<file path="config.mk">
export PLATFORM = sky130hd
export DESIGN_NAME = bootloader_status_ctrl
export DESIGN_NICKNAME = d
export VERILOG_FILES = /design/src/rtl/bootloader_status_ctrl.sv
export SDC_FILE = /design/constraint.sdc
export NUM_CORES = 1
export LEC_CHECK = 0
export CORE_AREA = 2 2 88 90
export DETAILED_ROUTE_END_ITERATION = 8
export DIE_AREA = 0 0 90 92
export GPL_TIMING_DRIVEN = 0
export PLACE_DENSITY_LB_ADDON = 0.05
export RECOVER_POWER = 100
export SLEW_MARGIN = 40
export SYNTH_ARGS = -nofsm -noshare
export SYNTH_HDL_FRONTEND = slang
export SYNTH_SLANG_ARGS = --single-unit
</file>
<file path="constraint.sdc">
create_clock -name clk -period 3.2 [get_ports clk]
set_input_delay 0.32 -clock clk [delete_from_list [all_inputs] [get_ports clk]]
set_output_delay 0.32 -clock clk [all_outputs]
set_load 0.005 [all_outputs]
</file>
<file path="src/rtl/bootloader_status_ctrl.sv">
// Bootloader supervisor: us/ms tick generation, host-presence FSM, auto-boot decision and LED pattern.
// Optional macro BOOTLOADER_HOST_STICKY_EN: once a host is seen, only boot_req or reset leave HOST_ACTIVE.
module bootloader_status_ctrl #(
  parameter int CLK_HZ       = 48000000,
  parameter int PWM_BITS     = 8,
  parameter int STEP_US      = 1000,
  parameter int TIMEOUT_MS   = 1000,
  parameter int HOST_LOSS_MS = 50,
  parameter int BLINK_MS     = 500
) (
  input  logic       clk,
  input  logic       reset,
  input  logic       sof_valid,
  input  logic       boot_req,
  output logic       boot,
  output logic       led,
  output logic [1:0] state,
  output logic       host_present
);

  localparam int US_DIV  = CLK_HZ / 1000000;
  localparam int PRE_W   = (US_DIV > 1) ? $clog2(US_DIV) : 1;
  localparam int MAX_T   = (TIMEOUT_MS > HOST_LOSS_MS) ? TIMEOUT_MS : HOST_LOSS_MS;
  localparam int TMR_W   = $clog2(MAX_T + 2);
  localparam int STEP_W  = (STEP_US > 0) ? $clog2(STEP_US + 1) : 1;
  localparam int BLINK_W = (BLINK_MS > 0) ? $clog2(BLINK_MS + 1) : 1;
  localparam logic [PWM_BITS-1:0] LVL_MAX = '1;

  typedef enum logic [1:0] {
    WAIT_HOST   = 2'd0,
    HOST_ACTIVE = 2'd1,
    BOOT        = 2'd2
  } state_t;

  state_t                cur_state, next_state;
  logic [PRE_W-1:0]      pre_cnt;
  logic [9:0]            ms_cnt;
  logic                  us_tick, ms_tick;
  logic [TMR_W-1:0]      tmr;
  logic                  host_loss;
  logic [BLINK_W-1:0]    blink_cnt;
  logic                  blink_phase;
  logic [STEP_W-1:0]     step_cnt;
  logic [PWM_BITS-1:0]   bright;
  logic                  dir_down;
  logic [PWM_BITS-1:0]   pwm_cnt;
  logic [PWM_BITS-1:0]   level;

  assign us_tick      = (pre_cnt == PRE_W'(US_DIV - 1));
  assign ms_tick      = us_tick && (ms_cnt == 10'd999);
  assign state        = cur_state;
  assign host_present = (cur_state == HOST_ACTIVE);

  always_ff @(posedge clk) begin
    if (reset) begin
      pre_cnt <= '0;
      ms_cnt  <= '0;
    end else begin
      pre_cnt <= us_tick ? '0 : pre_cnt + 1'b1;
      if (us_tick)
        ms_cnt <= (ms_cnt == 10'd999) ? 10'd0 : ms_cnt + 10'd1;
    end
  end

  // Silence timer: a SOF or any state change restarts the count; saturates instead of wrapping.
  always_ff @(posedge clk) begin
    if (reset)
      tmr <= '0;
    else if (sof_valid || (next_state != cur_state))
      tmr <= '0;
    else if (ms_tick && (tmr != '1))
      tmr <= tmr + 1'b1;
  end

`ifdef BOOTLOADER_HOST_STICKY_EN
  assign host_loss = 1'b0;
`else
  assign host_loss = !sof_valid && (tmr == TMR_W'(HOST_LOSS_MS));
`endif

  always_comb begin
    next_state = cur_state;
    case (cur_state)
      WAIT_HOST: begin
        if (boot_req)
          next_state = BOOT;
        else if (sof_valid)
          next_state = HOST_ACTIVE;
        else if (tmr == TMR_W'(TIMEOUT_MS))
          next_state = BOOT;
      end
      HOST_ACTIVE: begin
        if (boot_req || host_loss)
          next_state = BOOT;
      end
      BOOT:    next_state = BOOT;
      default: next_state = WAIT_HOST;
    endcase
  end

  always_ff @(posedge clk) begin
    if (reset) begin
      cur_state <= WAIT_HOST;
      boot      <= 1'b0;
    end else begin
      cur_state <= next_state;
      boot      <= (cur_state == BOOT);
    end
  end

  always_ff @(posedge clk) begin
    if (reset) begin
      blink_cnt   <= '0;
      blink_phase <= 1'b0;
    end else if (ms_tick) begin
      if (blink_cnt == BLINK_W'(BLINK_MS - 1)) begin
        blink_cnt   <= '0;
        blink_phase <= ~blink_phase;
      end else begin
        blink_cnt <= blink_cnt + 1'b1;
      end
    end
  end

  // Breathing ramp: at either bound the interval is spent turning around rather than stepping.
  always_ff @(posedge clk) begin
    if (reset) begin
      step_cnt <= '0;
      bright   <= '0;
      dir_down <= 1'b0;
    end else if ((next_state == HOST_ACTIVE) && (cur_state != HOST_ACTIVE)) begin
      step_cnt <= '0;
      bright   <= '0;
      dir_down <= 1'b0;
    end else if ((cur_state == HOST_ACTIVE) && us_tick) begin
      if (step_cnt == STEP_W'(STEP_US - 1)) begin
        step_cnt <= '0;
        if (!dir_down) begin
          if (bright == LVL_MAX)
            dir_down <= 1'b1;
          else
            bright <= bright + 1'b1;
        end else begin
          if (bright == '0)
            dir_down <= 1'b0;
          else
            bright <= bright - 1'b1;
        end
      end else begin
        step_cnt <= step_cnt + 1'b1;
      end
    end
  end

  always_comb begin
    level = '0;
    case (cur_state)
      WAIT_HOST:   level = blink_phase ? LVL_MAX : '0;
      HOST_ACTIVE: level = bright;
      default:     level = '0;
    endcase
  end

  always_ff @(posedge clk) begin
    if (reset) begin
      pwm_cnt <= '0;
      led     <= 1'b0;
    end else begin
      pwm_cnt <= pwm_cnt + 1'b1;
      led     <= (level > pwm_cnt);
    end
  end

endmodule

</file>
Word-level counts from Yosys, hierarchy flattened
Index checks and enable logic that the tools add are counted.
- flip-flop bits (word level): 67
- bits of input ports: 4
- output and inout bits: 5
- word-level logic and storage cells: 69
- $add $sub $neg: 8
- order comparisons: 1
- equality and inequality tests: 15
- multiplexer cells: 16
- bitwise logic cells: 1
- reductions and logical operators: 16
- operators by type and width (cell ; number):
    8-bit 2-to-1 mux ; 4
    10-bit by 1-bit adder with 10-bit output, second input constant ; 3
    10-bit == test, second input constant ; 3
    10-bit 2-to-1 mux ; 2
    8-bit by 1-bit adder with 8-bit output, second input constant ; 2
    8-bit case mux with 2 select lines ; 1
    10-bit by 6-bit == test with 1-bit output, second input constant ; 1
    10-bit inequality test, second input constant ; 1
    9-bit by 1-bit adder with 9-bit output, second input constant ; 1
    9-bit == test, second input constant ; 1
    9-bit 2-to-1 mux ; 1
    8-bit == test, second input constant ; 1
    8-bit > comparator ; 1
    8-bit logical NOT ; 1
    2-bit 2-to-1 mux ; 4
    8-bit by 1-bit subtractor with 8-bit output, second input constant ; 1
    6-bit by 1-bit adder with 6-bit output, second input constant ; 1
    6-bit == test, second input constant ; 1
    2-bit case mux with 3 select lines ; 1
    2-bit OR reduction ; 3
    1-bit logical AND ; 5
    2-bit by 1-bit == test with 1-bit output, second input constant ; 2
    2-bit inequality test, second input constant ; 2
    2-bit AND reduction ; 2
    other kinds (9) ; 12

Logic depth before layout (Yosys ltp)
Gate-level depths: netlist (run 1).
- depth after elaboration: 8
- depth in mapped cells: 11
- mapped depth without buffers: 9

Worst setup path after synthesis (run 1)
No wires, ideal clock.
- path kind: reg2reg
- start: register cur_state[0], in the netlist state[0]
- end: register led
- setup time: 135 ps
- arrival: 1941 ps
- required time: 3065 ps
- setup slack: 1124 ps
- cell stages (with the launch flop): 11
- path buffers: 2
- cells stage by stage: dfxtp_1 clkbuf_1 clkbuf_1 nand2_1 a21oi_1 ha_1 nor2b_1 o21a_1 o21a_1 o21ai_0 a221oi_1
- longest elaborated chain between the ends: 3
- elaborated cells on any way between the ends: 4
- those cells by class: order compare: 1; eq/ne: 1; mux: 1; reduce/logical: 1
- RTL lines (element ; line ; source):
    start: declaration ; 35 ; state_t cur_state, next_state;
    start signal: assignment ; 106 ; cur_state <= next_state;
    2-bit by 1-bit == test with 1-bit output / 2-bit logical NOT (equally long branches) ; 157 ; case (cur_state)
    8-bit case mux with 2 select lines * ; 157 ;
    8-bit > comparator * ; 170 ; led <= (level > pwm_cnt);
    end signal: assignment ; 170 ;
    end: declaration ; 16 ; output logic led,
Every way passes the cells marked *; elsewhere a longest branch is shown, timed or not.
A chain may end at the register's enable or synchronous reset.

Worst setup path after layout (run 1)
- start: register pre_cnt[0]
- end: register bright[4]
- longest elaborated chain between the ends: 3
- RTL lines (element ; line ; source):
    start: declaration ; 36 ; logic [PRE_W-1:0] pre_cnt;
    start signal: assignment ; 59 ; pre_cnt <= us_tick ? '0 : pre_cnt + 1'b1;
    6-bit == test ; 49 ; assign us_tick = (pre_cnt == PRE_W'(US_DIV - 1));
    1-bit logical AND ; 135 ; end else if ((cur_state == HOST_ACTIVE) && us_tick) begin
    4-bit AND reduction (no line) ; n/a ;
    end signal: assignment ; 142 ; bright <= bright + 1'b1;
    end signal: assignment ; 147 ; bright <= bright - 1'b1;
    end: declaration ; 44 ; logic [PWM_BITS-1:0] bright;
Every way passes these cells.

==> impl_metrics.json, run 1 <==
{
  "core-area_um2": 7447,
  "vias": 2901,
  "dr.pass1.iters": 4,
  "postCtsResizedCells": 0,
  "row_count": 32,
  "setup_violations": 0,
  "routedWlPerCell_um": 12.60,
  "crit_arrival_ns": 2.78,
  "gr-total-overflow": 0,
  "ioPinCount": 9,
  "hold_violations": 0,
  "slew_viol_final": 0,
  "max_freq_ghz": 0.3998,
  "endpoint": "bright[4]",
  "dieArea_um2": 8280,
  "wl_um": 6956,
  "ys_warn_count": 0,
  "slowest_delay_ns": 0.68,
  "tns_ns": 0,
  "grt_pass1_wl_um": 12280,
  "final_util_pct": 53.65,
  "grt_util_all_layers_pct": 18.11,
  "seqCellArea_um2": 1341,
  "synth_area_leaders": "dfxtp_1 (37%), ha_1 (7.6%), nor2_1 (5.0%), a21oi_1 (4.4%), xnor2_1 (4.4%)",
  "cts_made_buffers": 9,
  "critPathMaxFanout": 9,
  "leakage_nw": 1.467,
  "grt_pass1_vias": 2708,
  "drv_cap": 0,
  "synth_top_area_share_pct": 37.20,
  "worst_slew_pin_slew_ns": 1.364,
  "crit_chain": "ha_1 -> nand3_1 -> nor3_1 -> nand4b_2 -> a211o_1 -> a21oi_1",
  "drc": 0,
  "postCtsSetupBuffers": 0,
  "cts_tree": "yes",
  "synth_edf_count": 0,
  "required_ns": 3.48,
  "min_path_cells": 2,
  "worst-path-buf-inv": 0,
  "ys_ff_latch": 67,
  "die_y_um": 92,
  "synthArstFlopShare_pct": 0,
  "dp_hpwl_um": 5059,
  "crit_path_end_kind": "register",
  "nets": 472,
  "diodes": 0,
  "synth.yosys.seq_area_share_pct": 37.20,
  "dpl_cell_area_um2": 3804,
  "cts_sinks": 67,
  "synth_area_leader_cell": "dfxtp_1",
  "finClkSkew_ns": 0.01098,
  "critical-path-top-delay-family": "simple AND/OR/NAND/NOR gates",
  "max-slew-margin-rel_pct": 7.646,
  "filler_cell_count": 745,
  "crit_cells": 6,
  "rsz0062_at_grt": "no",
  "reg2regPathDepth": 6,
  "clockBufferDepth": 2,
  "antenna_found_initial": 0,
  "drive_gt1_share_pct": 5.333,
  "regToRegStartpoint": "pre_cnt[0]",
  "synth_common_cells": "dfxtp_1 (67), nor2_1 (48), nand2_1 (39)",
  "area_delta_synth_final_pct": 10.79,
  "avgViaCountPerCell": 5.255,
  "ant_nets": 0,
  "syn_area_per_cell_um2": 8.445,
  "critical_path_class": "register to register",
  "clkTransAtPathRegs_ns": 0.08,
  "io_buffers": 7,
  "fin_area_um2": 3995,
  "power.density_nw_per_um2": 429.4,
  "fin_ws_ns": 0.6989,
  "synth_ff_type": "dfxtp_1",
  "hold_slack_ns": 0.3549,
  "hold_class": "input port to register",
  "yosysMostFrequentCell": "dfxtp_1",
  "startpoint_type": "register",
  "critPathSlowestCell": "nor3_1",
  "peakVddDrop_uv": 235.3,
  "cts-root-buf": "clkbuf_8",
  "clock_latency_ns": 0.34,
  "yosysUniqueCellTypes": 55,
  "status": "finished clean",
  "syn_area_um2": 3606,
  "drt-initial-drc-count": 109,
  "syn_inst": 427,
  "regToRegSetupSlack_ns": 0.70,
  "critical_path.startpoint": "pre_cnt[0]",
  "post-route-period-util_pct": 78.16,
  "place.gp.congestion": 0.8029,
  "grt_max_degree": 13,
  "pre_cts_ws_ns": 0.8342,
  "cts_hold_buffers": 0,
  "worstReg2RegEnd": "bright[4]",
  "initial_core_util_pct": 48.42,
  "die_x_um": 90,
  "layout_min_cycle_time_ns": 2.501,
  "synth_fp_nets": 454,
  "h-tree-depth": 3,
  "multi_input_area_um2": 2111
}
==> registers in the layout (all words and copies together), names as in the netlist <==
signal / cells
pre_cnt: 6
boot: 1
tmr: 10
blink_phase: 1
step_cnt: 10
bright: 8
blink_cnt: 9
led: 1
state: 2
dir_down: 1
ms_cnt: 10
pwm_cnt: 8
==> per-layer routing <==
| layer | global-route usage (%) | wire, µm | part of all wire, % |
|---|---|---|---|
| met1 | 24.45 | 3724 | 54 |
| met2 | 28.88 | 2982 | 43 |
| met3 | 3.862 | 152 | 2.2 |
| met4 | 6.154 | 96 | 1.4 |
| met5 | 0 | 0 | 0 |
==> worst min-delay path by stage <==
stage	slack, ns	to	start
global route	0.42	pwm_cnt[1]	reset
CTS	0.38	pwm_cnt[1]	reset
global placement	0.45	pre_cnt[0]	pre_cnt[0]
detailed placement	0.46	pre_cnt[0]	pre_cnt[0]
floorplan	0.43	pwm_cnt[0]	pwm_cnt[0]
finish	0.35	pwm_cnt[1]	reset
==> placed cells by master, fill, tap and decap left out, types with 3 or more instances in the layout <==
| cell type | synthesis | final |
|---|---|---|
| nand2b_1 | 6 | 6 |
| nand2_1 | 39 | 39 |
| or4_1 | 4 | 4 |
| nor2_1 | 48 | 48 |
| o21a_1 | 4 | 4 |
| nand3_1 | 24 | 25 |
| clkbuf_1 | 9 | 12 |
| xnor2_1 | 18 | 18 |
| o31ai_1 | 4 | 4 |
| a21oi_1 | 32 | 32 |
| a21o_1 | 3 | 3 |
| and3_1 | 3 | 3 |
| dlygate4sd3_1 | 0 | 5 |
| ha_1 | 22 | 22 |
| clkbuf_8 | 0 | 10 |
| o21ai_0 | 15 | 15 |
| or3_1 | 9 | 9 |
| mux2i_1 | 8 | 8 |
| nand4_1 | 12 | 12 |
| nor2b_1 | 7 | 7 |
| dfxtp_1 | 67 | 67 |
| inv_1 | 20 | 20 |
| nor3_1 | 10 | 11 |
| nor4_1 | 6 | 6 |
| xor2_1 | 18 | 18 |
| and4_1 | 2 | 3 |
==> stage by stage <==
step	power, mW	cells
6_report	1.715	552
5_1_grt	1.777	552
4_1_cts	1.735	552
3_5_place_dp	0.9463	536
3_3_place_gp	0.9454	536
2_1_floorplan	0.9184	427
==> report_power, final <==
group / switching [mW] / internal (mW)
clock: 0.331 / 0.461
sequential: 0.00853 / 0.843
combinational: 0.0416 / 0.0295
==> cells by family after synthesis <==
| group | after synthesis | share of synthesized area (%) |
|---|---|---|
| fa+ha+maj | 23 | 8.189 |
| mux | 8 | 2.221 |
| flops | 67 | 37.20 |
| compound gates | 72 | 12.32 |
| buf+inv | 33 | 3.712 |
| simple gates | 188 | 27.62 |
| xor+xnor | 36 | 8.744 |
==> final cells by class <==
cell class                 count  area share (%)
tap                          102           3.194
multi-input combinational    327           52.83
inverter                      20           1.879
sequential                    67           33.57
clock inverter                 4           1.848
clock buffer                  12           3.633
buffer                        13           1.284
timing repair buffer           7           1.754
Note: power is estimated with default switching activity, not from simulation.
==> inputs of run 2 (changes only) <==
Clock period 3.2 ns to 2.2 ns, I/O delays scaled along.
==> impl_metrics.json, run 2 (synthesis gave the netlist of run 1 again) <==
{
  "peakVddDrop_uv": 313.3,
  "p_clk_share_pct": 46.1,
  "diodes": 0,
  "vias": 2889,
  "p_seq_share_pct": 49.8,
  "hold_class": "input port to register",
  "critical_path.startpoint": "bright[2]",
  "initial_core_util_pct": 48.42,
  "h-tree-depth": 3,
  "max_freq_ghz": 0.4962,
  "drc": 0,
  "drv_cap": 0,
  "hold_violations": 0,
  "fin_area_um2": 4050,
  "worstReg2RegEnd": "bright[6]",
  "ant_nets": 0,
  "routedWlPerCell_um": 12.68,
  "post-route-period-util_pct": 91.61,
  "dpl_cell_area_um2": 3804,
  "rsz0062_at_grt": "no",
  "grt_max_degree": 13,
  "core-area_um2": 7447,
  "power.density_nw_per_um2": 615.3,
  "slowest_delay_ns": 0.47,
  "status": "finished clean",
  "layout_min_cycle_time_ns": 2.015,
  "antenna_found_initial": 0,
  "reg2regPathDepth": 6,
  "area_delta_synth_final_pct": 12.32,
  "cts_hold_buffers": 0,
  "clock_latency_ns": 0.34,
  "dr.pass1.iters": 4,
  "setup_violations": 0,
  "p_sw_share_pct": 22.12,
  "clkTransAtPathRegs_ns": 0.08,
  "worst-path-buf-inv": 0,
  "combPwrFrac_pct": 4.2,
  "clockBufferDepth": 2,
  "endpoint": "bright[6]",
  "cts_tree": "yes",
  "leakage_nw": 1.516,
  "slew_viol_final": 0,
  "regToRegSetupSlack_ns": 0.18,
  "grt_pass1_wl_um": 12250,
  "dieArea_um2": 8280,
  "required_ns": 2.47,
  "regToRegStartpoint": "bright[2]",
  "ioPinCount": 9,
  "crit_path_end_kind": "register",
  "avgViaCountPerCell": 5.253,
  "crit_arrival_ns": 2.29,
  "worst_slew_pin_slew_ns": 0.8014,
  "drt-initial-drc-count": 100,
  "max-slew-margin-rel_pct": 46.48,
  "fin_ws_ns": 0.1847,
  "pre_cts_ws_ns": -0.1658,
  "cts-root-buf": "clkbuf_8",
  "grt_util_all_layers_pct": 18.06,
  "crit_cells": 6,
  "row_count": 32,
  "die_y_um": 92,
  "grt_pass1_vias": 2708,
  "critical_path_class": "register to register",
  "die_x_um": 90,
  "min_path_cells": 2,
  "critPathSlowestCell": "or4b_1",
  "place.gp.congestion": 0.8029,
  "nets": 470,
  "cts_sinks": 67,
  "drive_gt1_share_pct": 7.589,
  "layout.cells.most_common": "dfxtp_1",
  "p_sw_uw": 551.2,
  "critPathMaxFanout": 5,
  "startpoint_type": "register",
  "critical-path-top-delay-family": "compound AO/OA/AOI/OAI gates",
  "cts_made_buffers": 9,
  "io_buffers": 7,
  "dp_hpwl_um": 5059,
  "gr-total-overflow": 0,
  "p_int_mw": 1.941,
  "wl_um": 6974,
  "final_cell_mix": "dfxtp_1 (65), nor2_1 (48), nand2_1 (39)",
  "top_regs": "ms_cnt: 10 flops, step_cnt: 10 flops, tmr: 10 flops",
  "finClkSkew_ns": 0.01059,
  "crit_chain": "ha_4 -> nor2b_1 -> o31a_1 -> or4b_1 -> a31o_2 -> a21oi_1"
}
==> run 2: routing by layer <==
metal / routed length [µm] / up-vias / track usage, %
met5: 0 / - / 0
met4: 80 / 0 / 6.154
met3: 124 / 7 / 3.862
met2: 3057 / 20 / 28.88
met1: 3710 / 1323 / 24.29
li1: - / 1539 / -
==> run 2: final cells by class <==
cell class,count,area (µm²)
well taps,102,127.6
clock buffers,12,145.1
flip-flops and latches,67,1346
repair buffers,7,70.07
inverters,20,75.07
fillers,737,3397
plain buffers,11,53.80
clock inverters,4,73.82
multi-input cells,327,2158
==> run 2: timing repair <==
item	4_1_cts	5_1_grt
endpoints found under the setup margin	2	7
resized for setup	2	7
buffers inserted	0	0
hold endpoints to repair	0	0
==> run 2: per-stage QoR <==
| stage | util, % | hold slack (ns) | setup TNS, ns | power (mW) | std cells |
|---|---|---|---|---|---|
| 5_1_grt | 54.39 | 0.3272 | 0 | 2.578 | 550 |
| 6_report | 54.39 | 0.2638 | 0 | 2.492 | 550 |
| 4_1_cts | 54.00 | 0.2802 | 0 | 2.523 | 551 |
| 3_3_place_gp | 51.08 | 0.4456 | -0.1616 | 1.375 | 536 |
| 2_1_floorplan | - | 0.4295 | 0 | 1.336 | 427 |
| 3_5_place_dp | 51.08 | 0.4551 | -0.2112 | 1.376 | 536 |
==> run 2: power by group through the flow <==
stage,clock network (mW),registers (mW),logic (mW)
after global routing,1.22,1.24,0.119
final,1.15,1.24,0.104
after floorplan,0,1.27,0.0708
after global placement,0,1.27,0.108
after detailed placement,0,1.27,0.109
after CTS,1.17,1.24,0.107
==> run 2: worst min-delay path by stage <==
stage | from | endpoint
global route | reset | pwm_cnt[1]
global placement | pre_cnt[0] | pre_cnt[0]
floorplan | pwm_cnt[0] | pwm_cnt[0]
CTS | reset | pwm_cnt[1]
finish | reset | pwm_cnt[1]
detailed placement | pre_cnt[0] | pre_cnt[0]
==> run 2: worst reg2reg max path, cell delays in order (launching register included) <==
cell and delay [ns]:
dfxtp_1 0.46, ha_4 0.26, nor2b_1 0.14, o31a_1 0.27, or4b_1 0.47, a31o_2 0.24
a21oi_1 0.13
